$ cat config.mk
export PLATFORM = sky130hd
export DESIGN_NAME = program_sequencer
export DESIGN_NICKNAME = d
export VERILOG_FILES = /design/src/rtl/program_sequencer.sv
export SDC_FILE = /design/constraint.sdc
export NUM_CORES = 1
export LEC_CHECK = 0
export ABC_AREA = 1
export CORE_ASPECT_RATIO = 1.2
export CORE_MARGIN = 2
export CORE_UTILIZATION = 25
export CTS_CLUSTER_SIZE = 25
export DETAILED_ROUTE_END_ITERATION = 8
export SLEW_MARGIN = 10
export SYNTH_ARGS = -nofsm -noshare
export SYNTH_HDL_FRONTEND = slang
export SYNTH_SLANG_ARGS = --single-unit
$ cat constraint.sdc
create_clock -name clk -period 1.7 [get_ports clk]
set_input_delay 0.255 -clock clk [delete_from_list [all_inputs] [get_ports clk]]
set_output_delay 0.255 -clock clk [all_outputs]
set_load 0.01 [all_outputs]
$ cat src/rtl/program_sequencer.sv
// program_sequencer: single-clock four-phase instruction sequencer.
// A clock-enable divider paces FETCH/DECODE/EXECUTE/WRITEBACK; the program
// counter advances by increment, skip (+2) or jump, and halts until reset.
module program_sequencer #(
  parameter int unsigned PC_WIDTH    = 4,
  parameter int unsigned INSTR_WIDTH = 8,
  parameter int unsigned DIV         = 1
) (
  input  logic                   clk,
  input  logic                   reset,
  input  logic                   run,
  input  logic                   step,
  input  logic [INSTR_WIDTH-1:0] instrIn,
  input  logic                   halt,
  input  logic                   jump,
  input  logic [PC_WIDTH-1:0]    jumpAddr,
  input  logic                   skip,
  output logic [PC_WIDTH-1:0]    pc,
  output logic [INSTR_WIDTH-1:0] ir,
  output logic [3:0]             phase,
  output logic                   tick,
  output logic                   execStrobe,
  output logic                   halted,
  output logic                   wrapped
);

  localparam int unsigned      CNT_W   = (DIV > 1) ? $clog2(DIV) : 1;
  localparam logic [CNT_W-1:0] CNT_MAX = CNT_W'(DIV - 1);

  typedef enum logic [2:0] {
    ST_FETCH,
    ST_DECODE,
    ST_EXECUTE,
    ST_WRITEBACK,
    ST_HALTED
  } state_t;

  state_t              state;
  state_t              state_nxt;
  logic [CNT_W-1:0]    cnt;
  logic                active;
  logic                step_d;
  logic                run_d;
  logic                step_rise;
  logic                step_pending;
  logic [PC_WIDTH-1:0] next_pc;
  logic                next_carry;
  logic [PC_WIDTH:0]   pc_inc;

  // Sequencer enable; reset is folded in so tick reads 0 while reset is held
  // even with run high and DIV=1.
  always_comb begin
    active     = reset & ~halted & (run | step_pending);
    tick       = active & (cnt == CNT_MAX);
    execStrobe = tick & phase[2];
    step_rise  = step & ~step_d;
  end

  // Sequential increment with carry-out for wrap detection (+2 on skip).
  always_comb begin
    pc_inc = {1'b0, pc} + (skip ? (PC_WIDTH+1)'(2) : (PC_WIDTH+1)'(1));
  end

  // Phase divider: counts while active, cleared whenever inactive.
  always_ff @(posedge clk or negedge reset) begin
    if (!reset) begin
      cnt <= '0;
    end else if (!active || cnt == CNT_MAX) begin
      cnt <= '0;
    end else begin
      cnt <= cnt + CNT_W'(1);
    end
  end

  // Single-step request: edge detect, ignored while running, in the clock
  // run falls, while already pending, or once halted.
  always_ff @(posedge clk or negedge reset) begin
    if (!reset) begin
      step_d       <= 1'b0;
      run_d        <= 1'b0;
      step_pending <= 1'b0;
    end else begin
      step_d <= step;
      run_d  <= run;
      if (tick && state == ST_WRITEBACK) begin
        step_pending <= 1'b0;
      end else if (step_rise && !run && !run_d && !halted) begin
        step_pending <= 1'b1;
      end
    end
  end

  // FSM state register.
  always_ff @(posedge clk or negedge reset) begin
    if (!reset) begin
      state <= ST_FETCH;
    end else begin
      state <= state_nxt;
    end
  end

  // FSM next-state and one-hot phase decode.
  always_comb begin
    state_nxt = state;
    phase     = 4'b0000;
    halted    = 1'b0;
    case (state)
      ST_FETCH: begin
        phase = 4'b0001;
        if (tick) state_nxt = ST_DECODE;
      end
      ST_DECODE: begin
        phase = 4'b0010;
        if (tick) state_nxt = ST_EXECUTE;
      end
      ST_EXECUTE: begin
        phase = 4'b0100;
        if (tick) state_nxt = halt ? ST_HALTED : ST_WRITEBACK;
      end
      ST_WRITEBACK: begin
        phase = 4'b1000;
        if (tick) state_nxt = ST_FETCH;
      end
      ST_HALTED: begin
        halted = 1'b1;
      end
      default: begin
        state_nxt = ST_FETCH;
      end
    endcase
  end

  // Datapath: instruction latch, next-pc resolution, pc commit, wrap pulse.
  always_ff @(posedge clk or negedge reset) begin
    if (!reset) begin
      pc         <= '0;
      ir         <= '0;
      next_pc    <= '0;
      next_carry <= 1'b0;
      wrapped    <= 1'b0;
    end else begin
      wrapped <= 1'b0;
      if (tick) begin
        case (state)
          ST_FETCH: begin
            ir <= instrIn;
          end
          ST_EXECUTE: begin
            if (!halt) begin
              if (jump) begin
                next_pc    <= jumpAddr;
                next_carry <= 1'b0;
              end else begin
                next_pc    <= pc_inc[PC_WIDTH-1:0];
                next_carry <= pc_inc[PC_WIDTH];
              end
            end
          end
          ST_WRITEBACK: begin
            pc      <= next_pc;
            wrapped <= next_carry;
          end
          default: begin
          end
        endcase
      end
    end
  end

endmodule

# ---- After elaboration in Yosys (flattened, before gate mapping)
# Cells that the tools add are included.
dict set report totals {
  ff_bits 25
  mem_bits_rw 0
  romBits 0
  latchBits 0
  input_bits 19
  output_inout_bits 20
  memories 0
}
dict set report classes {
  shifts 0
  n_mul 0
  order_cmp 0
  eq_ne 8
  div 0
  n_mux 16
  n_bitwise 11
  reduce_logical 15
  n_addsub 2
}
# cell count
set op_table {}
lappend op_table {{4-bit case mux with 4 select lines} 1}
lappend op_table {{3-bit 2-to-1 mux} 5}
lappend op_table {{3-bit case mux with 5 select lines} 1}
lappend op_table {{2-bit != test (second input constant)} 4}
lappend op_table {{1-bit 2-to-1 mux} 7}
lappend op_table {{3-bit by 2-bit equality test with 1-bit output (second input constant)} 2}
lappend op_table {{4-bit by 2-bit adder with 5-bit output} 1}
lappend op_table {{1-bit AND} 5}
lappend op_table {{1-bit NOT} 5}
lappend op_table {{5-bit AND reduction} 1}
lappend op_table {{1-bit logical AND} 4}
lappend op_table {{1-bit zero test} 4}
lappend op_table {{4-bit 2-to-1 mux} 1}
lappend op_table {{2-bit AND reduction} 2}
lappend op_table {{3-bit by 1-bit equality test with 1-bit output (second input constant)} 1}
lappend op_table {{3-bit equality test (second input constant)} 1}
lappend op_table {{3-bit zero test} 1}
lappend op_table {{3-bit AND reduction} 1}
lappend op_table {{2-bit 2-to-1 mux} 1}
lappend op_table {{2-bit nonzero test} 1}
lappend op_table {{1-bit adder (second input constant)} 1}
lappend op_table {{1-bit logical OR} 1}
lappend op_table {{1-bit bitwise OR} 1}

# ---- Longest topological paths before layout
# Gate-level depths: netlist of run 1.
dict set report logic_depth {
  depth_word 8
  ltp_mapped 9
}

# ---- Least setup slack after synthesis of run 1
# Ideal clock, no wire load.
dict set report synth_timing {
  kind {reg-to-reg}
  start {reg pc[0]}
  end {reg next_carry}
  required_ps 1624
  stages_incl_launch_ff 8
  period_less_slack_ps 1613
  setup_ps 76
  arrival_ps 1537
  setup_slack_ps 87
  path_cell_list {dfrtp_1 > ha_1 > inv_1 > fa_1 > or2_2 > nor3_1 > nand2_1 > o21ai_1}
}
dict set report synth_via {
  elab_chain_len 2
}
# item line
set synth_rtl {}
lappend synth_rtl {{from (decl)} 18} ;# output logic [PC_WIDTH-1:0] pc,
lappend synth_rtl {{from (signal assigned)} 160} ;# pc <= next_pc;
lappend synth_rtl {{4-bit by 2-bit adder with 5-bit output} 61} ;# pc_inc = {1'b0, pc} + (skip ? (PC_WIDTH+1)'(2) : (PC_WIDTH+1)'(1));
lappend synth_rtl {{1-bit 2-to-1 mux} 150} ;# if (jump) begin
lappend synth_rtl {{to (signal assigned)} 155} ;# next_carry <= pc_inc[PC_WIDTH];
lappend synth_rtl {{to (decl)} 47} ;# logic next_carry;
# Every way passes these cells.
# A chain may end at the register's enable or synchronous reset.

# ---- Final worst setup path of run 1
dict set report layout_timing {
  start {reg state[0]}
  end {out halted}
}
dict set report layout_via {
  elab_chain_len 2
}
# item line
set layout_rtl {}
lappend layout_rtl {{from (decl)} 38} ;# state_t state;
lappend layout_rtl {{from (signal assigned)} 98} ;# state <= state_nxt;
lappend layout_rtl {{3-bit equality test} 107} ;# case (state)
lappend layout_rtl {{1-bit 2-to-1 mux} 107}
lappend layout_rtl {{to (decl)} 23} ;# output logic halted,
# Every way passes these cells.

==> out/metrics.yaml, run 1 <==
grt_pass1_wl_mm: 4.51
crit_arrival_ps: 1380
final_max_slew_viol_count: 0
synth_nets: 172
min_period_ps: 1630
period_share_pct: 96.1
multi_input_area_um2: 548
hpwl_mm: 2.14
rsz0062_at_grt: "no"
drt-initial-drc-count: 72
cap_viol_max_count: 0
first_pass_iters: 4
drt-met1-wl_mm: 1.12
synth_area_um2: 1260
leakage_nw: 1.01
grt_pass1_vias: 1066
vdd_drop_max_mv: 0.342
clock.fmax_mhz: 612
coreArea_um2: 4900
final_cell_mix: "46 x nand2_1, 29 x clkdlybuf4s50_1, 23 x dfrtp_1, 18 x o21ai_1, 16 x inv_1"
top_layer: "met4"
via_count: 1092
finalHoldViolCount: 0
htreeDepth: 1
antenna_found_initial: 0
die_x_um: 68.7
clock_sinks: 25
p_per_area_nw_per_um2: 555
ioPinCount: 39
critPathKind: "flip-flop to output pin"
hold_slack_ps: 181
yosys_warnings: 0
met2_length_mm: 1.42
regArea_um2: 628
antenna_cells: 0
cp-start-kind: "flip-flop"
cts_inserted_buffers: 3
drcViolationCount: 0
row_count: 28
postLayoutCoreUtil_pct: 38.2
place_congestion: 0.750
final_cells: 265
viasPerCell: 4.12
cp_data_required_time_ps: 1440
ys_ff_latch: 25
min_path_type: "input port to asynchronous set/reset pin"
grt_max_degree: 26
start_util_pct: 25.6
clock_latency_ps: 260
skew_ps: 10.8
wire_per_inst_um: 10.3
status: "finished clean"
cts_max_path_buffers: 2
avgSynthCellArea_um2: 8.38
worstPathMaxFanout: 5
wl_met3_um: 168
cts_tree: "done"
design_area_um2: 1870
dpl.cell_count: 255
power_mw: 1.04
yosys.cell_types.count: 23
final_nets: 228
setup_viol: 0
area_growth_syn_to_layout_pct: 48.9
ys_seq_area_share_pct: 49.8
clockRootBuffer: "clkbuf_8"
fp.dieArea_um2: 5620
fillerInstances: 514
antenna_left: 0
final_common_cell: "nand2_1"
grt_util_all_layers_pct: 10.6
drive_gt1_share_pct: 22.0
overflow: 0
syn_inst: 150
cp-end-kind: "output pin"
dpl_cell_area_um2: 1770
io_buffer_count: 38
die_h_um: 81.7
wl_mm: 2.73
clk_pin_slew_ps: 90
-- cell usage after synthesis --
cell type	instances	share of area (%)
nor3_1	2	0.80
nor2_8	2	3.2
nand4_2	1	0.99
inv_2	5	1.5
fa_1	1	1.6
nand3_1	8	3.2
nand3_2	1	0.80
inv_1	18	5.4
nor2_1	5	1.5
a21oi_1	1	0.40
nand4_1	1	0.50
o21ai_0	1	0.40
nor2_4	3	2.7
nand2_1	47	14
inv_4	2	0.99
o21ai_1	18	7.2
dfrtp_1	25	50
ha_1	2	2.0
or2_2	2	0.99
nand2_2	2	0.99
buf_2	1	0.40
conb_1	1	0.30
nor2_2	1	0.50
-- cell type report --
type	instances	share of cell area, %
clock inverter	1	0.267
clock buffer	3	2.21
timing repair buffer	52	25.4
inverter	25	5.28
multi-input combinational	99	29.3
tap	60	4.01
sequential	25	33.6
-- critical path, cell delays in order, from the launching register on --
cell	delay, ps
dfrtp_2	440
buf_4	150
nor2_4	130
nand2_4	80
inv_1	50
dlygate4sd2_1	250
-- state kept, by name, summed over array words and instances, names as in the netlist --
signal        count
ir                8
next_pc           4
pc                4
state             3
cnt               1
next_carry        1
run_d             1
step_d            1
step_pending      1
wrapped           1
-- path summary, 6_finish.rpt --
path | depth (start not counted) | start | slack [ps] | endpoint
worst min-delay path | 2 | reset | 180 | ir[5]$_DFFE_PN0P_
worst max register to register | 8 | pc[0]$_DFFE_PN0P_ | 100 | next_pc[2]$_DFFE_PN0P_
max in group asynchronous | 2 | reset | 1260 | state[0]$_DFFE_PN0P_
min in group clk | 1 | step | 470 | step_d$_DFF_PN0_
worst min register to register | 2 | ir[2]$_DFFE_PN0P_ | 480 | ir[2]$_DFFE_PN0P_
worst max-delay path | 5 | state[0]$_DFFE_PN0P_ | 70 | halted
-- stage by stage --
step,setup slack (ps),setup TNS (ps)
floorplan,86.9,0
global placement,-320,-1310
detailed placement,-353,-1390
CTS,0.375,0
global route,2.18,0
finish,66.9,0
-- power by group --
| part | switching [mW] | total (mW) | internal, mW |
|---|---|---|---|
| Combinational | 0.0449 | 0.0972 | 0.0523 |
| Sequential | 0.000927 | 0.599 | 0.598 |
| Clock | 0.180 | 0.344 | 0.163 |
-- cell families (layout without fill, tap and decap cells) --
family                     after synthesis  after routing  synth area share [%]
DFF                                     25             25                  49.8
buffers and inverters                   26             81                  8.26
adders and majority gates                3              3                  3.58
and+or+nand+nor                         75             75                  30.1
other                                    1              1                 0.298
AOI/OAI and AO/OA                       20             20                  7.96
-- routing by layer --
| metal | vias up | global-route usage, % |
|---|---|---|
| met2 | 30 | 20.1 |
| met1 | 485 | 11.9 |
| li1 | 575 | - |
| met3 | 2 | 1.92 |
| met4 | 0 | 2.94 |
| met5 | - | 0 |
-- timing repair --
item / in CTS / in global routing
resized for setup: 17 / 5
endpoints found under the setup margin: 9 / 3
hold buffers: 0 / 0
pin swaps: 1 / 2
setup buffers: 5 / 1
No activity file was read; power rests on OpenSTA's default activity.
==> run 2, diff against run 1 <==
--- a/config.mk
+++ b/config.mk
@@ -9,8 +9,10 @@
 export CORE_ASPECT_RATIO = 1.2
 export CORE_MARGIN = 2
 export CORE_UTILIZATION = 25
+export CTS_CLUSTER_DIAMETER = 100
 export CTS_CLUSTER_SIZE = 25
 export DETAILED_ROUTE_END_ITERATION = 8
+export DONT_BUFFER_PORTS = 1
 export SLEW_MARGIN = 10
 export SYNTH_ARGS = -nofsm -noshare
 export SYNTH_HDL_FRONTEND = slang
==> run 2 against run 1 <==
  * Routed wire length down 1.9%
  * Clock power up 2%
  * Global-route usage down 0.18 points
  * Sequential cell count unchanged
  * Critical path type is now flip-flop to flip-flop
==> out/metrics.yaml, run 2 (synthesis results as in run 1) <==
crit_arrival_ps: 1770  # +390 ps
io_buffer_count: 0  # -100%
largest_register_ffs: 8  # unchanged
power.share.switching_pct: 21.8  # +0.027 points
viasPerCell: 4.35  # +5.5%
vdd_drop_max_mv: 0.253  # -26%
cp-start-kind: "flip-flop"
reg.largest.list: "ir x8, next_pc x4, pc x4"
grt_max_degree: 26  # unchanged
cap_viol_max_count: 0  # unchanged
htreeDepth: 1  # unchanged
clock.fmax_mhz: 623  # +1.7%
p_per_area_nw_per_um2: 699  # +26%
critPathKind: "flip-flop to flip-flop"
multi_input_area_um2: 536  # -2.3%
grt_pass1_vias: 984  # -7.7%
min_period_ps: 1610  # -26.9 ps
setup_viol: 0  # unchanged
cts_tree: "done"
antenna_left: 0  # unchanged
via_count: 948  # -13%
p_seq_share_pct: 59.5  # +1.9 points
cts_setup_buffers: 0  # -5
clockRootBuffer: "clkbuf_8"
clock_sinks: 25  # unchanged
antenna_found_initial: 0  # unchanged
regArea_um2: 626  # -0.40%
die_x_um: 68.7  # unchanged
leakage_nw: 0.783  # -22%
grt_util_all_layers_pct: 10.5  # -0.18 points
coreArea_um2: 4900  # unchanged
grt_pass1_wl_mm: 4.35  # -3.7%
hpwl_mm: 2.06  # -4.0%
design_area_um2: 1440  # -23%
fp.dieArea_um2: 5620  # unchanged
rsz0062_at_grt: "no"
cts_max_path_buffers: 2  # unchanged
drcViolationCount: 0  # unchanged
regMostFlops: "ir"
p_int_uw: 786  # -3.3%
first_pass_iters: 4  # unchanged
drive_gt1_share_pct: 16.5  # -5.5 points
skew_ps: 2.91  # -7.89 ps
fin_ws_ps: 93.8  # +26.9 ps
cts_inserted_buffers: 3  # unchanged
cp_data_required_time_ps: 1870  # +430 ps
final_nets: 181  # -21%
final_common_cell: "nand2_1"
clock_latency_ps: 260  # about the same
wl_mm: 2.68  # -1.9%
pwr-share-comb_pct: 5.6  # -3.8 points
dpl_cell_area_um2: 1340  # -24%
clock_power_share_pct: 34.9  # +1.8 points
final_cell_mix: "47 x nand2_1, 25 x dfrtp_1, 18 x inv_1, 18 x o21ai_1, 8 x nand3_1"
fillerInstances: 537  # +4.5%
place_ws_ps: 68.2  # +422 ps
area_growth_syn_to_layout_pct: 14.3
finalHoldViolCount: 0  # unchanged
ioPinCount: 39  # unchanged
period_share_pct: 94.5  # -1.6 points
overflow: 0  # unchanged
die_h_um: 81.7  # unchanged
place_congestion: 0.656  # -12%
cp-end-kind: "flip-flop"
wire_per_inst_um: 12.3  # +19%
antenna_cells: 0  # unchanged
power_mw: 1.01  # -3.3%
tns_ps: 0  # unchanged
clk_pin_slew_ps: 90  # about the same
p_sw_uw: 219  # -3.2%
drt-initial-drc-count: 36  # -50%
status: "finished clean"
final_max_slew_viol_count: 0  # unchanged
row_count: 28  # unchanged
min_path_type: "input port to flip-flop"
worstPathMaxFanout: 3  # -2
start_util_pct: 25.6  # unchanged
==> run 2: cell type report <==
class	count	share of cell area, %
multi-input cells	99	37.2
well taps	60	5.22
clock buffers	4	3.13
flip-flops and latches	25	43.5
repair buffers	5	4.00
inverters	25	6.88
==> run 2: final timing paths <==
path                                         from                     end  slack, ps  cells after the start
min in group asynchronous                   reset       pc[2]$_DFFE_PN0P_        410                      2
setup / recovery                pc[0]$_DFFE_PN0P_  next_pc[2]$_DFFE_PN0P_         90                      8
hold reg to reg            next_pc[0]$_DFFE_PN0P_       pc[0]$_DFFE_PN0P_        480                      2
hold / removal                         instrIn[2]       ir[2]$_DFFE_PN0P_        100                      2
max in group asynchronous                   reset       ir[0]$_DFFE_PN0P_       1140                      2
setup reg to reg                pc[0]$_DFFE_PN0P_  next_pc[2]$_DFFE_PN0P_         90                      8
==> run 2: per-layer routing <==
metal / share of wire (%) / vias to the layer above / GRT usage, %
li1: - / 478 / -
met1: 40 / 441 / 11.1
met2: 54 / 27 / 19.3
met3: 6.0 / 2 / 2.19
met4: 0.63 / 0 / 4.71
met5: 0 / - / 0
==> run 2: through the flow <==
step | instances | utilization, % | hold WS (ps)
after floorplan | 150 | - | -40.6
after global placement | 210 | 27.2 | -39.9
after detailed placement | 210 | 27.2 | -39.8
after CTS | 218 | 29.2 | 90.1
after global routing | 218 | 29.3 | 87.3
final | 218 | 29.3 | 99.5
==> run 2: worst max-delay path, cell delays in order, from the launching register on <==
cell and delay (ps):
dfrtp_1 360, ha_2 190, inv_1 50, fa_1 370
or2_2 320, nand3_1 70, nand2_1 50, nand2_1 50
nand2_1 50
==> run 2: repair_timing <==
item,CTS,global route
hold buffers,4,0
setup endpoints to repair,0,1
hold endpoints to repair,27,0
resized for setup,0,2
==> run 2: power by group through the flow <==
stage                     registers [mW]  clock network (mW)  logic, mW
after floorplan                    0.610                   0     0.0285
after global placement             0.610                   0     0.0333
after detailed placement           0.611                   0     0.0337
after CTS                          0.599               0.369     0.0578
after global routing               0.599               0.391     0.0651
final                              0.598               0.350     0.0563
